`src/rtl/genius_pkg.sv`:
```
// Shared types and helpers for the parametrised memory game.
// State codes are visible on db_estado, so their values are fixed here.
package genius_pkg;

   typedef enum logic [3:0] {
      INICIAL     = 4'd0,
      PREPARA     = 4'd1,
      MOSTRA      = 4'd2,
      PAUSA       = 4'd3,
      ESPERA      = 4'd4,
      REGISTRA    = 4'd5,
      COMPARA     = 4'd6,
      PROXIMA     = 4'd7,
      ESPERA_NOVA = 4'd8,
      GRAVA_NOVA  = 4'd9,
      FIM_GANHOU  = 4'd10,
      FIM_PERDEU  = 4'd11,
      FIM_TIMEOUT = 4'd12
   } estado_t;

   localparam int                LFSR_W    = 16;
   // Fibonacci taps 16,14,13,11 as a mask over bits [15:0]
   localparam logic [LFSR_W-1:0] LFSR_TAPS = 16'hB400;

   function automatic logic [7:0] onehot_of(input logic [2:0] idx);
      return 8'b1 << idx;
   endfunction

endpackage

```
`src/rtl/genius_lfsr.sv`:
```
// Free-running 16-bit Fibonacci LFSR; exposes the low byte used to draw entries.
module genius_lfsr
   import genius_pkg::*;
#(
   parameter logic [LFSR_W-1:0] SEED = 16'hACE1
) (
   input  logic       clock_i,
   input  logic       reset_i,
   output logic [7:0] sorteio_o
);

   logic [LFSR_W-1:0] lfsr_q;

   always_ff @(posedge clock_i or negedge reset_i) begin
      if (!reset_i) lfsr_q <= SEED;
      else          lfsr_q <= {lfsr_q[LFSR_W-2:0], ^(lfsr_q & LFSR_TAPS)};
   end

   assign sorteio_o = lfsr_q[7:0];

endmodule

```
`src/rtl/genius_param.sv`:
```
// Memory-game controller: configurable button count, depth and timing, with
// player-built (modo=0) or LFSR-generated (modo=1) sequences. reset_i is active-low.
module genius_param
   import genius_pkg::*;
#(
   parameter int          N_BOTOES = 4,
   parameter int          DEPTH    = 16,
   parameter int          TIMEOUT  = 5000,
   parameter int          SHOW     = 1000,
   parameter int          GAP      = 500,
   parameter int          FIRST    = 1,
   parameter logic [15:0] SEED     = 16'hACE1,
   localparam int         RW       = $clog2(DEPTH)
) (
   input  logic                clock_i,
   input  logic                reset_i,
   input  logic                iniciar_i,
   input  logic                modo_i,
   input  logic [N_BOTOES-1:0] botoes_i,
   output logic [N_BOTOES-1:0] leds_o,
   output logic                pronto_o,
   output logic                ganhou_o,
   output logic                perdeu_o,
   output logic                timeout_o,
   output logic [RW-1:0]       db_rodada_o,
   output logic [RW-1:0]       db_endereco_o,
   output logic [N_BOTOES-1:0] db_memoria_o,
   output logic [3:0]          db_estado_o
);

   localparam int TMAX = (TIMEOUT > SHOW) ? ((TIMEOUT > GAP) ? TIMEOUT : GAP)
                                          : ((SHOW > GAP) ? SHOW : GAP);
   localparam int TW   = $clog2(TMAX + 1);

   estado_t             estado_q;
   logic [RW-1:0]       rodada_q, endereco_q;
   logic [TW-1:0]       cnt_q;
   logic [N_BOTOES-1:0] botoes_q, jogada_q;
   logic                modo_q;
   logic [N_BOTOES-1:0] mem_q [DEPTH];

   logic [7:0]          lfsr_lo;
   logic [N_BOTOES-1:0] sorteio;
   logic                tem_jogada, jogada_ok;
   logic                we;
   logic [RW-1:0]       waddr;
   logic [N_BOTOES-1:0] wdata;

   genius_lfsr #(.SEED(SEED)) u_lfsr (
      .clock_i   (clock_i),
      .reset_i   (reset_i),
      .sorteio_o (lfsr_lo)
   );

   assign sorteio    = N_BOTOES'(onehot_of(3'(lfsr_lo % 8'(N_BOTOES))));
   assign tem_jogada = (|botoes_i) & ~(|botoes_q);
   assign jogada_ok  = (|jogada_q) & ~(|(jogada_q & (jogada_q - 1'b1)));

   always_comb begin
      we    = 1'b0;
      waddr = endereco_q;
      wdata = sorteio;
      if (estado_q == PREPARA) begin
         we = 1'b1;
         if (!modo_q) begin
            waddr = '0;
            wdata = N_BOTOES'(FIRST);
         end
      end else if (estado_q == GRAVA_NOVA && jogada_ok) begin
         we    = 1'b1;
         waddr = rodada_q + 1'b1;
         wdata = jogada_q;
      end
   end

   always_ff @(posedge clock_i) begin
      if (we) mem_q[waddr] <= wdata;
   end

   // One shared timer: cleared on every entry to a timed state, free-running elsewhere.
   always_ff @(posedge clock_i or negedge reset_i) begin
      if (!reset_i) begin
         estado_q   <= INICIAL;
         rodada_q   <= '0;
         endereco_q <= '0;
         cnt_q      <= '0;
         botoes_q   <= '0;
         jogada_q   <= '0;
         modo_q     <= 1'b0;
      end else begin
         botoes_q <= botoes_i;
         cnt_q    <= cnt_q + 1'b1;
         unique case (estado_q)
            INICIAL, FIM_GANHOU, FIM_PERDEU, FIM_TIMEOUT:
               if (iniciar_i) begin
                  estado_q   <= PREPARA;
                  rodada_q   <= '0;
                  endereco_q <= '0;
                  modo_q     <= modo_i;
               end
            PREPARA: begin
               cnt_q <= '0;
               if (!modo_q || endereco_q == RW'(DEPTH-1)) begin
                  endereco_q <= '0;
                  estado_q   <= MOSTRA;
               end else begin
                  endereco_q <= endereco_q + 1'b1;
               end
            end
            MOSTRA:
               if (cnt_q == TW'(SHOW-1)) begin
                  cnt_q    <= '0;
                  estado_q <= PAUSA;
               end
            PAUSA:
               if (cnt_q == TW'(GAP-1)) begin
                  cnt_q <= '0;
                  if (endereco_q == rodada_q) begin
                     endereco_q <= '0;
                     estado_q   <= ESPERA;
                  end else begin
                     endereco_q <= endereco_q + 1'b1;
                     estado_q   <= MOSTRA;
                  end
               end
            // a press on the expiry cycle takes priority over the timeout
            ESPERA, ESPERA_NOVA:
               if (tem_jogada) begin
                  jogada_q <= botoes_i;
                  estado_q <= (estado_q == ESPERA) ? REGISTRA : GRAVA_NOVA;
               end else if (cnt_q == TW'(TIMEOUT-1)) begin
                  estado_q <= FIM_TIMEOUT;
               end
            REGISTRA: estado_q <= COMPARA;
            COMPARA: begin
               cnt_q <= '0;
               if (jogada_q != mem_q[endereco_q]) begin
                  estado_q <= FIM_PERDEU;
               end else if (endereco_q != rodada_q) begin
                  endereco_q <= endereco_q + 1'b1;
                  estado_q   <= ESPERA;
               end else begin
                  estado_q <= PROXIMA;
               end
            end
            PROXIMA: begin
               cnt_q <= '0;
               if (rodada_q == RW'(DEPTH-1)) begin
                  estado_q <= FIM_GANHOU;
               end else if (modo_q) begin
                  rodada_q   <= rodada_q + 1'b1;
                  endereco_q <= '0;
                  estado_q   <= MOSTRA;
               end else begin
                  estado_q <= ESPERA_NOVA;
               end
            end
            GRAVA_NOVA: begin
               cnt_q <= '0;
               if (jogada_ok) begin
                  rodada_q   <= rodada_q + 1'b1;
                  endereco_q <= '0;
                  estado_q   <= MOSTRA;
               end else begin
                  estado_q <= FIM_PERDEU;
               end
            end
            default: estado_q <= INICIAL;
         endcase
      end
   end

   always_comb begin
      leds_o = '0;
      case (estado_q)
         MOSTRA:                        leds_o = mem_q[endereco_q];
         REGISTRA, COMPARA, GRAVA_NOVA: leds_o = jogada_q;
         default:                       ;
      endcase
   end

   assign pronto_o      = estado_q inside {FIM_GANHOU, FIM_PERDEU, FIM_TIMEOUT};
   assign ganhou_o      = (estado_q == FIM_GANHOU);
   assign perdeu_o      = estado_q inside {FIM_PERDEU, FIM_TIMEOUT};
   assign timeout_o     = (estado_q == FIM_TIMEOUT);
   assign db_rodada_o   = rodada_q;
   assign db_endereco_o = endereco_q;
   // memory is unreset, so hide its contents until a game has been prepared
   assign db_memoria_o  = (estado_q == INICIAL) ? '0 : mem_q[endereco_q];
   assign db_estado_o   = estado_q;

endmodule

```
`config.mk`:
```
export PLATFORM = sky130hd
export DESIGN_NAME = genius_param
export DESIGN_NICKNAME = d
export VERILOG_FILES = /design/src/rtl/genius_pkg.sv /design/src/rtl/genius_lfsr.sv /design/src/rtl/genius_param.sv
export SDC_FILE = /design/constraint.sdc
export NUM_CORES = 1
export LEC_CHECK = 0
export BUFFER_PORTS_ARGS = -buffer_cell sky130_fd_sc_hd__buf_2
export CAP_MARGIN = 40
export CORE_ASPECT_RATIO = 0.8
export CORE_UTILIZATION = 61
export DETAILED_ROUTE_END_ITERATION = 16
export PLACE_DENSITY = 0.8
export REMOVE_ABC_BUFFERS = 1
export SETUP_SLACK_MARGIN = 0.02
export SYNTH_ARGS = -nofsm -noshare
export SYNTH_HDL_FRONTEND = slang
export SYNTH_SLANG_ARGS = --single-unit
export TNS_END_PERCENT = 30
```
`constraint.sdc`:
```
create_clock -name clock_i -period 3.6 [get_ports clock_i]
set_input_delay 0.72 -clock clock_i [delete_from_list [all_inputs] [get_ports clock_i]]
set_output_delay 0.72 -clock clock_i [all_outputs]
set_load 0.005 [all_outputs]
```
# After elaboration in Yosys (flattened, before gate mapping)
# Memories as Yosys holds them, arrays and structs flattened.
# Cells that the tools add are included.
# classes
addsub	4
eq_ne	30
n_shift	1
muxes	43
n_bitwise	5
reduce_logical	22
# ops
op	count
$mux W4	30
$pmux W13 S3	1
$pmux W4 S9	1
$eq A4 B4 Y1 const B	7
$mux W13	2
$pmux W4 S6	1
$reduce_or A4 Y1	6
$eq A4 B3 Y1 const B	4
$ne A2 B2 Y1 const B	8
$reduce_xor A16 Y1	1
$add A13 B1 Y13 const B	1
$eq A13 B10 Y1 const B	1
$eq A13 B13 Y1 const B	1
$eq A13 B9 Y1 const B	1
$pmux W4 S3	1
$reduce_and A5 Y1	2
$add A4 B1 Y4 const B	2
$eq A4 B2 Y1 const B	2
$ne A4 B4 Y1	2
$pmux W4 S2	1
$reduce_and A8 Y1	1
$reduce_bool A3 Y1	2
$reduce_bool A6 Y1	1
$and A4 B4 Y4	1
19 further kinds	25
# word_totals
register_bits	50
mem_bits_rw	64
input_bits	8
elab_cells	114
mem_count	1
# mem_list
name	words	width	rd	rd_clocked_by_memory_dff	write_ports	line	rtl
mem_q	16	4	1	0	1	genius_param.sv:40	logic [N_BOTOES-1:0] mem_q [DEPTH];

# Depth between registers and ports, before layout
# logic_depth
word_depth	10
mapped_depth	10
depth_no_buf	8

# By module
# A second synthesis with hierarchy kept.
# hier_totals
hier_cells	462
hier_area_um2	5476.5
# modules_own_cells
module	instances	cells_each	area_per_inst_um2	seq_area_each_um2
genius_param	1	435	4979.8	2772.7
genius_lfsr	1	27	496.7	410.4

# Least setup slack after synthesis
# OpenSTA, ideal clock, no wires.
# synth_timing
path_kind	register -> register
startpoint	register jogada_q[2]
endpoint	memory mem_q[0][1] (data pin)
setup_ns	0.330
arrival_time_ns	2.439
slack_ns	0.830
path_stages_with_launch	8
n_path_buf	2
period_less_slack_ns	2.770
cell_sequence	dfrtp_1 -> clkbuf_1 -> or3b_2 -> o21ai_0 -> o21ai_1 -> or3_1 -> clkbuf_1 -> o21ai_0
# synth_between
elab_chain_cells	8
elab_cells_between_ends	9
cone_classes	1 x add/sub; 2 x mux; 3 x bitwise; 3 x reduce/logical
# synth_lines
element	line	rtl
from (decl)	genius_param.sv:38	logic [N_BOTOES-1:0] botoes_q, jogada_q;
from (signal assigned)	genius_param.sv:129	jogada_q <= botoes_i;
$sub A4 B1 Y4	genius_param.sv:57	assign jogada_ok = (|jogada_q) & ~(|(jogada_q & (jogada_q - 1'b1)));
$and A4 B4 Y4	genius_param.sv:57	
$reduce_or A4 Y1	genius_param.sv:57	
$not A1 Y1	genius_param.sv:57	
$and A1 B1 Y1 *	genius_param.sv:57	
$logic_and A1 B1 Y1 *	genius_param.sv:69	end else if (estado_q == GRAVA_NOVA && jogada_ok) begin
$mux W4 *	genius_param.sv:69	
$mux W4 *	genius_param.sv:63	if (estado_q == PREPARA) begin
via wdata[1]	genius_param.sv:47	logic [N_BOTOES-1:0] wdata;
to (decl)	genius_param.sv:40	
# Mark *: on every way through the listed nets, which the timed path passes. The rest lies on a longest branch.

# Worst setup path after layout
# layout_timing
startpoint	register endereco_q[0] (netlist: db_endereco_o[0])
endpoint	output leds_o[2]
# layout_between
elab_chain_cells	2
# layout_lines
element	line	rtl
from (decl)	genius_param.sv:36	logic [RW-1:0] rodada_q, endereco_q;
from (signal assigned)	genius_param.sv:107	endereco_q <= endereco_q + 1'b1;
from (signal assigned)	genius_param.sv:122	endereco_q <= endereco_q + 1'b1;
from (signal assigned)	genius_param.sv:140	endereco_q <= endereco_q + 1'b1;
$mem_v2 Z16 W4	-	
$pmux W4 S2	genius_param.sv:175	case (estado_q)
to (decl)	genius_param.sv:20	output logic [N_BOTOES-1:0] leds_o,
# No other way between the ends.

==> run_results.csv <==
group,metric,value,unit
setup_path,worstSetupPathType,"flop to primary output",
setup_path,path_max_fanout,14,
sta,fin_crit_sh,95.9,%
sta,rsz0062_at_grt,"false",
sta,final_hold_viol_count,0,
setup_path,r2r_setup_slack,650,ps
die,start_util,63.4,%
final_layout,area_growth,16.0,%
synth,syn_area,5430,um2
sta,worstMarginPinSlew,783,ps
clock_network,cts_tree,"done",
route,drc,0,
clock_network,insertion_delay,530,ps
setup_path,arrival,2730,ps
sta,layout_min_cycle_time,3450,ps
route,drtIter0Drc,325,
power_and_ir_drop,ir_worst_vdd,0.000420,V
setup_path,crit_slowest_cell,"dfrtp_2",
setup_path,cp.required,2880,ps
route,firstDrtPassIters,7,
die,core_area,8560,um2
synth,synth_cell_types,68,
min_path,hold_path_class,"input pin to async pin",
synth,synth_top_flop_cell,"edfxtp_1",
final_layout,multiInputGateArea,2100,um2
route,final_antenna_net_count,0,
job,maxCapViolations,0,
power_and_ir_drop,powerDensity,479,nW/um2
grt,grt_pass1_vias,3686,
placement,io_buffers,31,
clock_network,htreeDepth,4,
final_layout,fin_util,73.6,%
grt,antenna_found_initial,0,
die,fp.dieW,107,um
clock_network,cts_hold_buf,0,
sta,setup_violations,0,
placement,dp_hpwl,8.29,mm
synth,ys_ff_latch,114,
grt,grt_pass1_wl,20.1,mm
setup_path,crit_path_end_kind,"primary output",
final_layout,regArea,3190,um2
synth,synth.avg_cell_area,12.4,um2
synth,synth_area_leaders,"edfxtp_1 35%, dfrtp_1 19%, dfstp_2 3.9%",
route,drt-total-wl,12.5,mm
setup_path,reg2reg_depth,7,
placement,gp_congestion,0.916,
setup_path,r2r-end,"mem_q[11][0]$_DFFE_PP_",
clock_network,cts-root-buf,"clkbuf_8",
synth,synth_warnings,0,
final_layout,n_antenna_cell,0,
final_layout,n_fill_cell,555,
synth,yosysTopAreaCell,"edfxtp_1",
synth,syn_inst,438,
sta,slew_headroom,47.8,%
sta,drv_slew,0,
final_layout,drive_gt1_share,22.7,%
setup_path,critPathLaunchType,"flop",
die,rows,30,
final_layout,fin_nets,488,
setup_path,slowest_delay,560,ps
power_and_ir_drop,leakage,2.36,nW
clock_network,cts.sinks,114,
grt,grt_overflow,0,
setup_path,path_cells,"buf_4 > mux4_2 > a22oi_1 > o41ai_2 > a32o_1 > buf_2",
synth,synth_top_area_share,35.4,%
route,routedWlPerCell,20.8,um
synth,yosysSeqAreaShare,58.6,%
route,vias_per_cell,6.46,
synth,synth-edff-count,64,
clock_network,cts-buffers-inserted,17,
sta,finalSetupTns,0,ps
die,pin_count,32,
grt,grt_max_degree,38,
clock_network,clk_pin_slew_worst_paths,60,ps
die,die_area,9280,um2
route,vias,3887,
sta,timing.fmax,290,MHz
sta,finClkSkew,5.42,ps
synth,async_reset_ff_share,43.9,%
setup_path,r2r_start,"jogada_q[2]$_DFFE_PN0P_",
grt,grt_usage,30.1,%
outcome,status,"completed",
clock_network,clk_path_buf_depth,2,
die,die_h,86.4,um
state kept, by name (all words and copies together) (netlist names):
| name | flops |
|---|---|
| db_rodada_o | 4 |
| db_estado_o | 4 |
| cnt_q | 13 |
| botoes_q | 4 |
| mem_q | 64 |
| u_lfsr.lfsr_q | 16 |
| jogada_q | 4 |
| db_endereco_o | 4 |
| modo_q | 1 |
cell usage after synthesis, drive strengths merged, types with 3 or more instances:
library cell,instances
o21ai,23
mux2,10
clkbuf,15
nor3,8
or4b,3
mux4,14
a21oi,9
inv,12
dfrtp,42
o31ai,3
nand2,36
a211o,3
nand2b,3
mux2i,4
xor2,8
a32o,3
ha,3
a2111oi,3
nor2b,9
nand4,9
dfstp,8
a41oi,3
a22o,3
nor3b,3
and2,3
xnor2,17
nor4b,3
or3,3
nand3,11
nor2,54
buf,7
a31oi,3
nand3b,4
edfxtp,64
area by class of cell:
class	count	area share, %
clock buffers	22	7.71
clock inverters	10	1.51
inverters	12	0.715
multi-input cells	290	33.3
flip-flops and latches	114	50.6
well taps	112	2.22
repair buffers	42	3.97
per-layer routing:
layer	global-route usage [%]	routed length, um	part of all wire, %
met1	43.5	5280	42
met5	0	0	0
met2	42.8	5540	44
met3	9.40	1440	12
met4	12.1	252	2.0
how the worst max path moves through the flow:
stage / start / endpoint / slack [ps]
floorplan: db_endereco_o[0]$_DFFE_PN0P_ / db_endereco_o[0]$_DFFE_PN0P_ / 370
global placement: db_endereco_o[0]$_DFFE_PN0P_ / leds_o[2] / 560
detailed placement: db_endereco_o[0]$_DFFE_PN0P_ / leds_o[2] / 530
CTS: db_endereco_o[1]$_DFFE_PN0P_ / leds_o[2] / 50
global route: db_endereco_o[0]$_DFFE_PN0P_ / leds_o[2] / 20
finish: db_endereco_o[0]$_DFFE_PN0P_ / leds_o[2] / 150
per-stage QoR:
| step | cell area (um2) | cells | hold slack (ps) | setup slack (ps) | power, mW |
|---|---|---|---|---|---|
| 2_1_floorplan | 5320 | 416 | 331 | 371 | 1.40 |
| 3_3_place_gp | 5690 | 569 | 340 | 562 | 1.41 |
| 3_5_place_dp | 5710 | 570 | 338 | 531 | 1.42 |
| 4_1_cts | 6300 | 602 | 98.6 | 54.6 | 3.03 |
| 5_1_grt | 6300 | 602 | 107 | 20.5 | 3.08 |
| 6_report | 6300 | 602 | 95.9 | 147 | 3.01 |
placed cells by master, fill, tap and decap left out, types with 4 or more instances in the layout:
| cell | Yosys | layout |
|---|---|---|
| nor2b_1 | 9 | 9 |
| clkbuf_16 | 0 | 18 |
| nand3_1 | 11 | 11 |
| mux2_2 | 9 | 9 |
| mux4_1 | 5 | 5 |
| xnor2_1 | 17 | 17 |
| inv_1 | 12 | 12 |
| buf_4 | 1 | 10 |
| nor3_1 | 8 | 8 |
| edfxtp_1 | 64 | 64 |
| dfstp_2 | 8 | 8 |
| dfrtp_1 | 42 | 40 |
| nand4_1 | 9 | 9 |
| buf_2 | 2 | 31 |
| mux4_2 | 9 | 9 |
| nand3b_1 | 4 | 4 |
| o21ai_0 | 21 | 21 |
| nor2_1 | 54 | 54 |
| mux2i_1 | 4 | 4 |
| nand2_1 | 36 | 36 |
| xor2_1 | 8 | 8 |
| a21oi_1 | 9 | 9 |
repair_timing:
action | 4_1_cts | 5_1_grt
setup endpoints to repair | 1 | 4
setup buffers | 0 | 0
resized for setup | 1 | 2
power breakdown:
group	leakage, nW	total, mW	internal, mW	switching (mW)
logic	0.930	0.0197	0.00564	0.0140
registers	1.14	1.37	1.37	0.000507
clock network	0.287	1.62	1.02	0.602
logic make-up (layout without fill, tap and decap cells):
logic type,count (synthesis),after routing,share of synthesized area (%)
compound gates,74,74,9.98
simple gates,160,160,14.9
xor+xnor,25,25,4.03
buf+inv,34,86,2.74
fa+ha+maj,3,3,0.692
flops,114,114,58.6
mux,28,28,9.04
worst max-delay path: cells and delay by family, from the launching register on:
family | cells | cell delay [ps]
compound gates | 3 | 710
buf+inv | 2 | 420
flops | 1 | 560
mux | 1 | 520
(Power assumes the default switching activity.)
